### config.mk
export PLATFORM = sky130hd
export DESIGN_NAME = ticket_dispenser_flat
export DESIGN_NICKNAME = d
export VERILOG_FILES = /design/src/rtl/ticket_pkg.sv /design/src/rtl/ticket_dispenser_if.sv /design/src/rtl/ticket_stock.sv /design/src/rtl/ticket_dispenser.sv /design/src/flat_wrapper.sv
export SDC_FILE = /design/constraint.sdc
export NUM_CORES = 1
export LEC_CHECK = 0
export BUFFER_PORTS_ARGS = -buffer_cell sky130_fd_sc_hd__buf_2
export CAP_MARGIN = 0
export CORE_ASPECT_RATIO = 0.8
export CORE_UTILIZATION = 40
export CTS_BUF_LIST = sky130_fd_sc_hd__clkbuf_4 sky130_fd_sc_hd__clkbuf_8
export DETAILED_ROUTE_END_ITERATION = 7
export PLACE_DENSITY_LB_ADDON = 0.08
export SYNTH_ARGS = -nofsm -noshare
export SYNTH_HDL_FRONTEND = slang
export SYNTH_SLANG_ARGS = --single-unit
export TNS_END_PERCENT = 1
### constraint.sdc
create_clock -name clk -period 4.8 [get_ports clk]
set_input_delay 0.48 -clock clk [delete_from_list [all_inputs] [get_ports clk]]
set_output_delay 0.48 -clock clk [all_outputs]
set_load 0.1 [all_outputs]
### src/rtl/ticket_pkg.sv
// rtl/ticket_pkg.sv - shared types, defaults and helpers for the ticket dispenser
package ticket_pkg;

  typedef enum logic [1:0] {
    IDLE  = 2'd0,
    PULSE = 2'd1,
    GAP   = 2'd2,
    DONE  = 2'd3
  } state_t;

  localparam int DEF_NUM_TYPES  = 4;
  localparam int DEF_TYPE_W     = 3;
  localparam int DEF_CNT_W      = 3;
  localparam int DEF_PULSE_HI   = 1;
  localparam int DEF_PULSE_GAP  = 1;
  localparam int DEF_STOCK_W    = 8;
  localparam int DEF_STOCK_INIT = 20;

  // Ticket codes are 1-based; code 0 and codes above the type count are invalid.
  function automatic bit code_valid(input int code, input int num);
    return (code >= 1) && (code <= num);
  endfunction

  function automatic int code_to_idx(input int code);
    return code - 1;
  endfunction

endpackage

### src/rtl/ticket_dispenser_if.sv
// rtl/ticket_dispenser_if.sv - order/refill/status bundle between control FSM and dispenser
interface ticket_dispenser_if #(
  parameter int NUM_TYPES = 4,
  parameter int TYPE_W    = 3,
  parameter int CNT_W     = 3,
  parameter int STOCK_W   = 8
);
  logic                         en;
  logic [TYPE_W-1:0]            ticket;
  logic [CNT_W-1:0]             count;
  logic                         refill;
  logic [TYPE_W-1:0]            refill_type;
  logic [NUM_TYPES-1:0]         co;
  logic                         busy;
  logic                         done;
  logic                         err;
  logic [NUM_TYPES*STOCK_W-1:0] stock_flat;

  modport master (
    output en, ticket, count, refill, refill_type,
    input  co, busy, done, err, stock_flat
  );

  modport slave (
    input  en, ticket, count, refill, refill_type,
    output co, busy, done, err, stock_flat
  );
endinterface

### src/rtl/ticket_stock.sv
// rtl/ticket_stock.sv - per-type stock counters with refill-over-decrement priority
module ticket_stock #(
  parameter int NUM_TYPES  = 4,
  parameter int TYPE_W     = 3,
  parameter int STOCK_W    = 8,
  parameter int STOCK_INIT = 20
) (
  input  logic                         clk,
  input  logic                         rst,
  input  logic                         i_refill,
  input  logic [TYPE_W-1:0]            i_refill_idx,
  input  logic                         i_dec,
  input  logic [TYPE_W-1:0]            i_dec_idx,
  input  logic [TYPE_W-1:0]            i_sel_idx,
  output logic [STOCK_W-1:0]           o_sel_stock,
  output logic [NUM_TYPES*STOCK_W-1:0] o_stock_flat
);

  logic [STOCK_W-1:0] r_stock [NUM_TYPES];

  // Refill beats a same-cycle decrement so a refill is never lost
  always_ff @(posedge clk or posedge rst) begin
    if (rst) begin
      for (int i = 0; i < NUM_TYPES; i++) r_stock[i] <= STOCK_W'(STOCK_INIT);
    end else begin
      for (int i = 0; i < NUM_TYPES; i++) begin
        if (i_refill && (i_refill_idx == TYPE_W'(i)))
          r_stock[i] <= STOCK_W'(STOCK_INIT);
        else if (i_dec && (i_dec_idx == TYPE_W'(i)))
          r_stock[i] <= r_stock[i] - STOCK_W'(1);
      end
    end
  end

  // Stock of the requested type, used by order validation
  always_comb begin
    o_sel_stock = '0;
    for (int i = 0; i < NUM_TYPES; i++)
      if (i_sel_idx == TYPE_W'(i)) o_sel_stock = r_stock[i];
  end

  for (genvar g = 0; g < NUM_TYPES; g++) begin : g_flat
    assign o_stock_flat[g*STOCK_W +: STOCK_W] = r_stock[g];
  end

endmodule

### src/rtl/ticket_dispenser.sv
// rtl/ticket_dispenser.sv - validates orders and issues spaced dispense pulses per ticket
module ticket_dispenser
  import ticket_pkg::*;
#(
  parameter int NUM_TYPES  = DEF_NUM_TYPES,
  parameter int TYPE_W     = DEF_TYPE_W,
  parameter int CNT_W      = DEF_CNT_W,
  parameter int PULSE_HI   = DEF_PULSE_HI,
  parameter int PULSE_GAP  = DEF_PULSE_GAP,
  parameter int STOCK_W    = DEF_STOCK_W,
  parameter int STOCK_INIT = DEF_STOCK_INIT
) (
  input logic               clk,
  input logic               rst,
  ticket_dispenser_if.slave bus
);

  localparam int TMR_MAX = (PULSE_HI > PULSE_GAP) ? PULSE_HI : PULSE_GAP;
  localparam int TMR_W   = $clog2(TMR_MAX + 1);

  state_t               r_state, w_state_nxt;
  logic [TMR_W-1:0]     r_tmr;
  logic [TYPE_W-1:0]    r_type, w_type_nxt;
  logic [CNT_W-1:0]     r_rem;
  logic [NUM_TYPES-1:0] r_co, w_co_nxt;
  logic                 r_busy, r_done, r_err;
  logic                 w_busy_nxt, w_done_nxt, w_err_nxt;
  logic                 w_code_ok, w_req_ok, w_accept, w_reject;
  logic                 w_tmr_last, w_dec, w_refill_ok;
  logic [TYPE_W-1:0]    w_req_idx, w_refill_idx;
  logic [STOCK_W-1:0]   w_sel_stock;

  assign w_code_ok    = code_valid(int'(bus.ticket), NUM_TYPES);
  assign w_req_idx    = TYPE_W'(code_to_idx(int'(bus.ticket)));
  assign w_req_ok     = w_code_ok && (bus.count != '0) &&
                        (w_sel_stock >= STOCK_W'(bus.count));
  assign w_accept     = (r_state == IDLE) && bus.en && w_req_ok;
  assign w_reject     = (r_state == IDLE) && bus.en && !w_req_ok;
  assign w_tmr_last   = (r_state == PULSE) ? (r_tmr == TMR_W'(PULSE_HI - 1))
                                           : (r_tmr == TMR_W'(PULSE_GAP - 1));
  assign w_dec        = (r_state == PULSE) && w_tmr_last;
  assign w_refill_ok  = bus.refill && code_valid(int'(bus.refill_type), NUM_TYPES);
  assign w_refill_idx = TYPE_W'(code_to_idx(int'(bus.refill_type)));
  assign w_type_nxt   = w_accept ? w_req_idx : r_type;

  ticket_stock #(
    .NUM_TYPES (NUM_TYPES),
    .TYPE_W    (TYPE_W),
    .STOCK_W   (STOCK_W),
    .STOCK_INIT(STOCK_INIT)
  ) u_stock (
    .clk         (clk),
    .rst         (rst),
    .i_refill    (w_refill_ok),
    .i_refill_idx(w_refill_idx),
    .i_dec       (w_dec),
    .i_dec_idx   (r_type),
    .i_sel_idx   (w_req_idx),
    .o_sel_stock (w_sel_stock),
    .o_stock_flat(bus.stock_flat)
  );

  // State register
  always_ff @(posedge clk or posedge rst) begin
    if (rst) r_state <= IDLE;
    else     r_state <= w_state_nxt;
  end

  // Next-state logic; the last pulse of an order is the one that sees remaining==1
  always_comb begin
    w_state_nxt = r_state;
    case (r_state)
      IDLE:  if (w_accept) w_state_nxt = PULSE;
      PULSE: if (w_tmr_last) w_state_nxt = (r_rem == CNT_W'(1)) ? DONE : GAP;
      GAP:   if (w_tmr_last) w_state_nxt = PULSE;
      DONE:  w_state_nxt = IDLE;
      default: w_state_nxt = IDLE;
    endcase
  end

  // Order latch, remaining count and phase timer
  always_ff @(posedge clk or posedge rst) begin
    if (rst) begin
      r_type <= '0;
      r_rem  <= '0;
      r_tmr  <= '0;
    end else begin
      if (w_accept)   r_type <= w_req_idx;
      if (w_accept)   r_rem  <= bus.count;
      else if (w_dec) r_rem  <= r_rem - CNT_W'(1);
      if ((w_state_nxt == r_state) && ((r_state == PULSE) || (r_state == GAP)))
        r_tmr <= r_tmr + TMR_W'(1);
      else
        r_tmr <= '0;
    end
  end

  // Output values for the coming cycle, derived from the next state so outputs are registered
  always_comb begin
    for (int i = 0; i < NUM_TYPES; i++)
      w_co_nxt[i] = (w_state_nxt == PULSE) && (w_type_nxt == TYPE_W'(i));
    w_busy_nxt = (w_state_nxt != IDLE);
    w_done_nxt = (w_state_nxt == DONE);
    w_err_nxt  = w_reject;
  end

  // Output registers
  always_ff @(posedge clk or posedge rst) begin
    if (rst) begin
      r_co   <= '0;
      r_busy <= 1'b0;
      r_done <= 1'b0;
      r_err  <= 1'b0;
    end else begin
      r_co   <= w_co_nxt;
      r_busy <= w_busy_nxt;
      r_done <= w_done_nxt;
      r_err  <= w_err_nxt;
    end
  end

  assign bus.co   = r_co;
  assign bus.busy = r_busy;
  assign bus.done = r_done;
  assign bus.err  = r_err;

endmodule

### src/flat_wrapper.sv
// flat-port wrapper written by rule: the top's interface ports become plain ports
module ticket_dispenser_flat import ticket_pkg::*;
#(
  parameter int NUM_TYPES  = DEF_NUM_TYPES,
  parameter int TYPE_W     = DEF_TYPE_W,
  parameter int CNT_W      = DEF_CNT_W,
  parameter int PULSE_HI   = DEF_PULSE_HI,
  parameter int PULSE_GAP  = DEF_PULSE_GAP,
  parameter int STOCK_W    = DEF_STOCK_W,
  parameter int STOCK_INIT = DEF_STOCK_INIT
)
  (clk, rst, bus_en, bus_ticket, bus_count, bus_refill, bus_refill_type, bus_co, bus_busy, bus_done, bus_err, bus_stock_flat);
  ticket_dispenser_if #(.NUM_TYPES(NUM_TYPES), .TYPE_W(TYPE_W), .CNT_W(CNT_W), .STOCK_W(STOCK_W)) bus_i ();
  input logic clk;
  input logic rst;
  input wire logic [$bits(bus_i.en)-1:0] bus_en;
  input wire logic [$bits(bus_i.ticket)-1:0] bus_ticket;
  input wire logic [$bits(bus_i.count)-1:0] bus_count;
  input wire logic [$bits(bus_i.refill)-1:0] bus_refill;
  input wire logic [$bits(bus_i.refill_type)-1:0] bus_refill_type;
  output wire logic [$bits(bus_i.co)-1:0] bus_co;
  output wire logic [$bits(bus_i.busy)-1:0] bus_busy;
  output wire logic [$bits(bus_i.done)-1:0] bus_done;
  output wire logic [$bits(bus_i.err)-1:0] bus_err;
  output wire logic [$bits(bus_i.stock_flat)-1:0] bus_stock_flat;
  assign bus_i.en = bus_en;
  assign bus_i.ticket = bus_ticket;
  assign bus_i.count = bus_count;
  assign bus_i.refill = bus_refill;
  assign bus_i.refill_type = bus_refill_type;
  assign bus_co = bus_i.co;
  assign bus_busy = bus_i.busy;
  assign bus_done = bus_i.done;
  assign bus_err = bus_i.err;
  assign bus_stock_flat = bus_i.stock_flat;
  ticket_dispenser #(.NUM_TYPES(NUM_TYPES), .TYPE_W(TYPE_W), .CNT_W(CNT_W), .PULSE_HI(PULSE_HI), .PULSE_GAP(PULSE_GAP), .STOCK_W(STOCK_W), .STOCK_INIT(STOCK_INIT)) u_core (.clk(clk), .rst(rst), .bus(bus_i));
endmodule
==> qor.csv <==
metric,value,unit
status,"finished, final reports clean",
drtAntennaViolNets,0,
skew,0.00509,ns
ys_ff_latch,48,
worst_pin_slew,1.13,ns
yosysSeqAreaShare,41.7,%
synth_top_area_cell,dfrtp_1,
cts_resized,0,
criticalPathCategory,primary input to flip-flop,
worstSetupEndpointType,flip-flop,
rsz0062_at_grt,no,
postCtsHoldBufs,0,
synth_top_area_share,34.5,%
slew_violations,0,
wl_per_cell,14.2,um
clk_pin_slew,0.09,ns
synth-main-ff-cell,dfrtp_1,
dp.cells,451,
yosysMostFrequentCell,nor2_1,
core,6960,um2
n_antenna_cell,0,
synth_async_sr_flop_share,100,%
final_cells,459,
synth.area.top_cells,"dfrtp_1, ha_1, dfstp_2, nor2_1, xnor2_1",
vias,2358,
grt_use_total,18.1,%
antenna_found_initial,0,
crit_path_start_kind,primary input,
critical_path.max_fanout,10,
crit_arrival,3.52,ns
n_fill_cell,710,
syn_nets,352,
grt_pass1_wl,11.1,mm
setup_viol,0,
fmax,304,MHz
die_h,78.2,um
slew-limit-headroom,24.4,%
dp_hpwl,4.83,mm
hp-class,primary input to async pin,
crit_required,5.02,ns
cts_max_level,2,
cts_root_buf,clkbuf_8,
ioPinCount,52,
start_util,41.7,%
drt-initial-drc-count,70,
synth_warnings,0,
fin_crit_sh,68.6,%
via_per_inst,5.14,
rows,27,
synthDistinctLibCells,45,
grt-ovfl-total,0,
maxCapViolCount,0,
area_delta_synth_final,14.9,%
numPortBuffers,51,
routed_wl,6.53,mm
finalHoldViolCount,0,
period_minus_slack,3.29,ns
cts_sinks,48,
grt_pass1_vias,2231,
tns,0,ns
pre_cts_slack,1.19,ns
cts_tree,done,
layout.nets,404,
setup_slack,1.51,ns
grt_max_degree,49,
cts_buffers,5,
synth_commonest_cells,"nor2_1, dfrtp_1, inv_1, nand2_1, ha_1",
synth_edf_count,0,
place_congestion,0.808,
layout-drive-gt1-share,21.0,%
insertion_delay,0.30,ns
cts.path.max_buffers,2,
whs,0.425,ns
syn_avg_cell_area,9.10,um2
die_x,97.3,um
drt-pass1-iter-count,4,
post-cts-setup-buffer-count,0,
die_area,7610,um2
syn_inst,319,
remaining_drc_errors,0,
syn-cell-area,2900,um2
cell type report:
cell class / instances / area (um2) / area share (%)
clock buffer: 6 / 82.6 / 2.48
clock inverter: 2 / 10.0 / 0.300
inverter: 31 / 116 / 3.49
multi-input combinational: 234 / 1550 / 46.5
sequential: 48 / 1210 / 36.3
tap: 87 / 109 / 3.26
timing repair buffer: 51 / 255 / 7.65
cell usage in the layout (no fill, tap or decap), drive strengths merged, types with 6 or more instances in the layout:
master | netlist | layout
buf | 2 | 51
nor2 | 43 | 43
dfrtp | 40 | 40
inv | 31 | 31
nand2 | 29 | 29
ha | 20 | 20
xnor2 | 17 | 17
a21oi | 15 | 15
o21ai | 13 | 13
nand3b | 11 | 11
nand3 | 9 | 9
nor3 | 8 | 8
dfstp | 8 | 8
nor4 | 8 | 8
xor2 | 7 | 7
a211oi | 6 | 6
nand2b | 6 | 6
clkbuf | 4 | 6
state kept, by name, indices dropped and copies added (netlist names):
signal	count
u_core.bus.co	4
u_core.r_rem	3
u_core.bus.done	1
u_core.r_state	2
u_core.bus.err	1
u_core.bus.busy	1
u_core.u_stock.o_stock_flat	32
u_core.r_tmr	1
u_core.r_type	3
per-stage QoR:
stage | cell area [um2] | util, %
final | 3340 | 47.9
after detailed placement | 3240 | 46.6
after global routing | 3340 | 47.9
after floorplan | 2900 | -
after CTS | 3340 | 47.9
after global placement | 3240 | 46.6
worst max-delay path, stage by stage:
cell,delay [ns]
buf_2,0.17
inv_1,0.12
ha_1,0.30
nand3b_1,0.18
a21oi_1,0.15
a21oi_1,0.05
o21ai_0,0.15
and2_1,0.14
ha_1,0.21
o21ai_0,0.15
a21oi_1,0.08
o311ai_2,0.57
and2_1,0.52
mux2i_1,0.24
path summary, 6_finish.rpt:
path,from,to,slack [ns],depth (start not counted)
min reg2reg,u_core.u_stock.o_stock_flat[26],u_core.u_stock.o_stock_flat[26],0.52,2
max,bus_ticket[0],u_core.bus.co[3],1.51,14
max reg2reg,u_core.u_stock.o_stock_flat[2],u_core.bus.co[3],1.87,11
min in group clk,bus_refill_type[0],u_core.u_stock.o_stock_flat[4],0.43,3
min,rst,u_core.bus.co[2],0.42,2
max in group asynchronous,rst,u_core.u_stock.o_stock_flat[31],3.74,2
cell families after synthesis:
group,Yosys count,share of synthesized area (%)
and+or+nand+nor,140,25.9
DFF,48,41.7
AOI/OAI and AO/OA,45,9.78
buffers and inverters,37,5.08
xor gates and xnor gates,24,7.24
adders and majority gates,20,8.62
muxes,5,1.72
metal layers:
layer  part of all wire, %  GRT usage [%]  up-vias
li1                      -              -     1195
met1                    53           27.2     1115
met2                    42           27.0       41
met3                   3.6           3.56        7
met4                  0.89           3.53        0
met5                     0              0        -
Power is not shown: default switching activity piles up to over one toggle a cycle in this logic, so the estimate is an artifact.
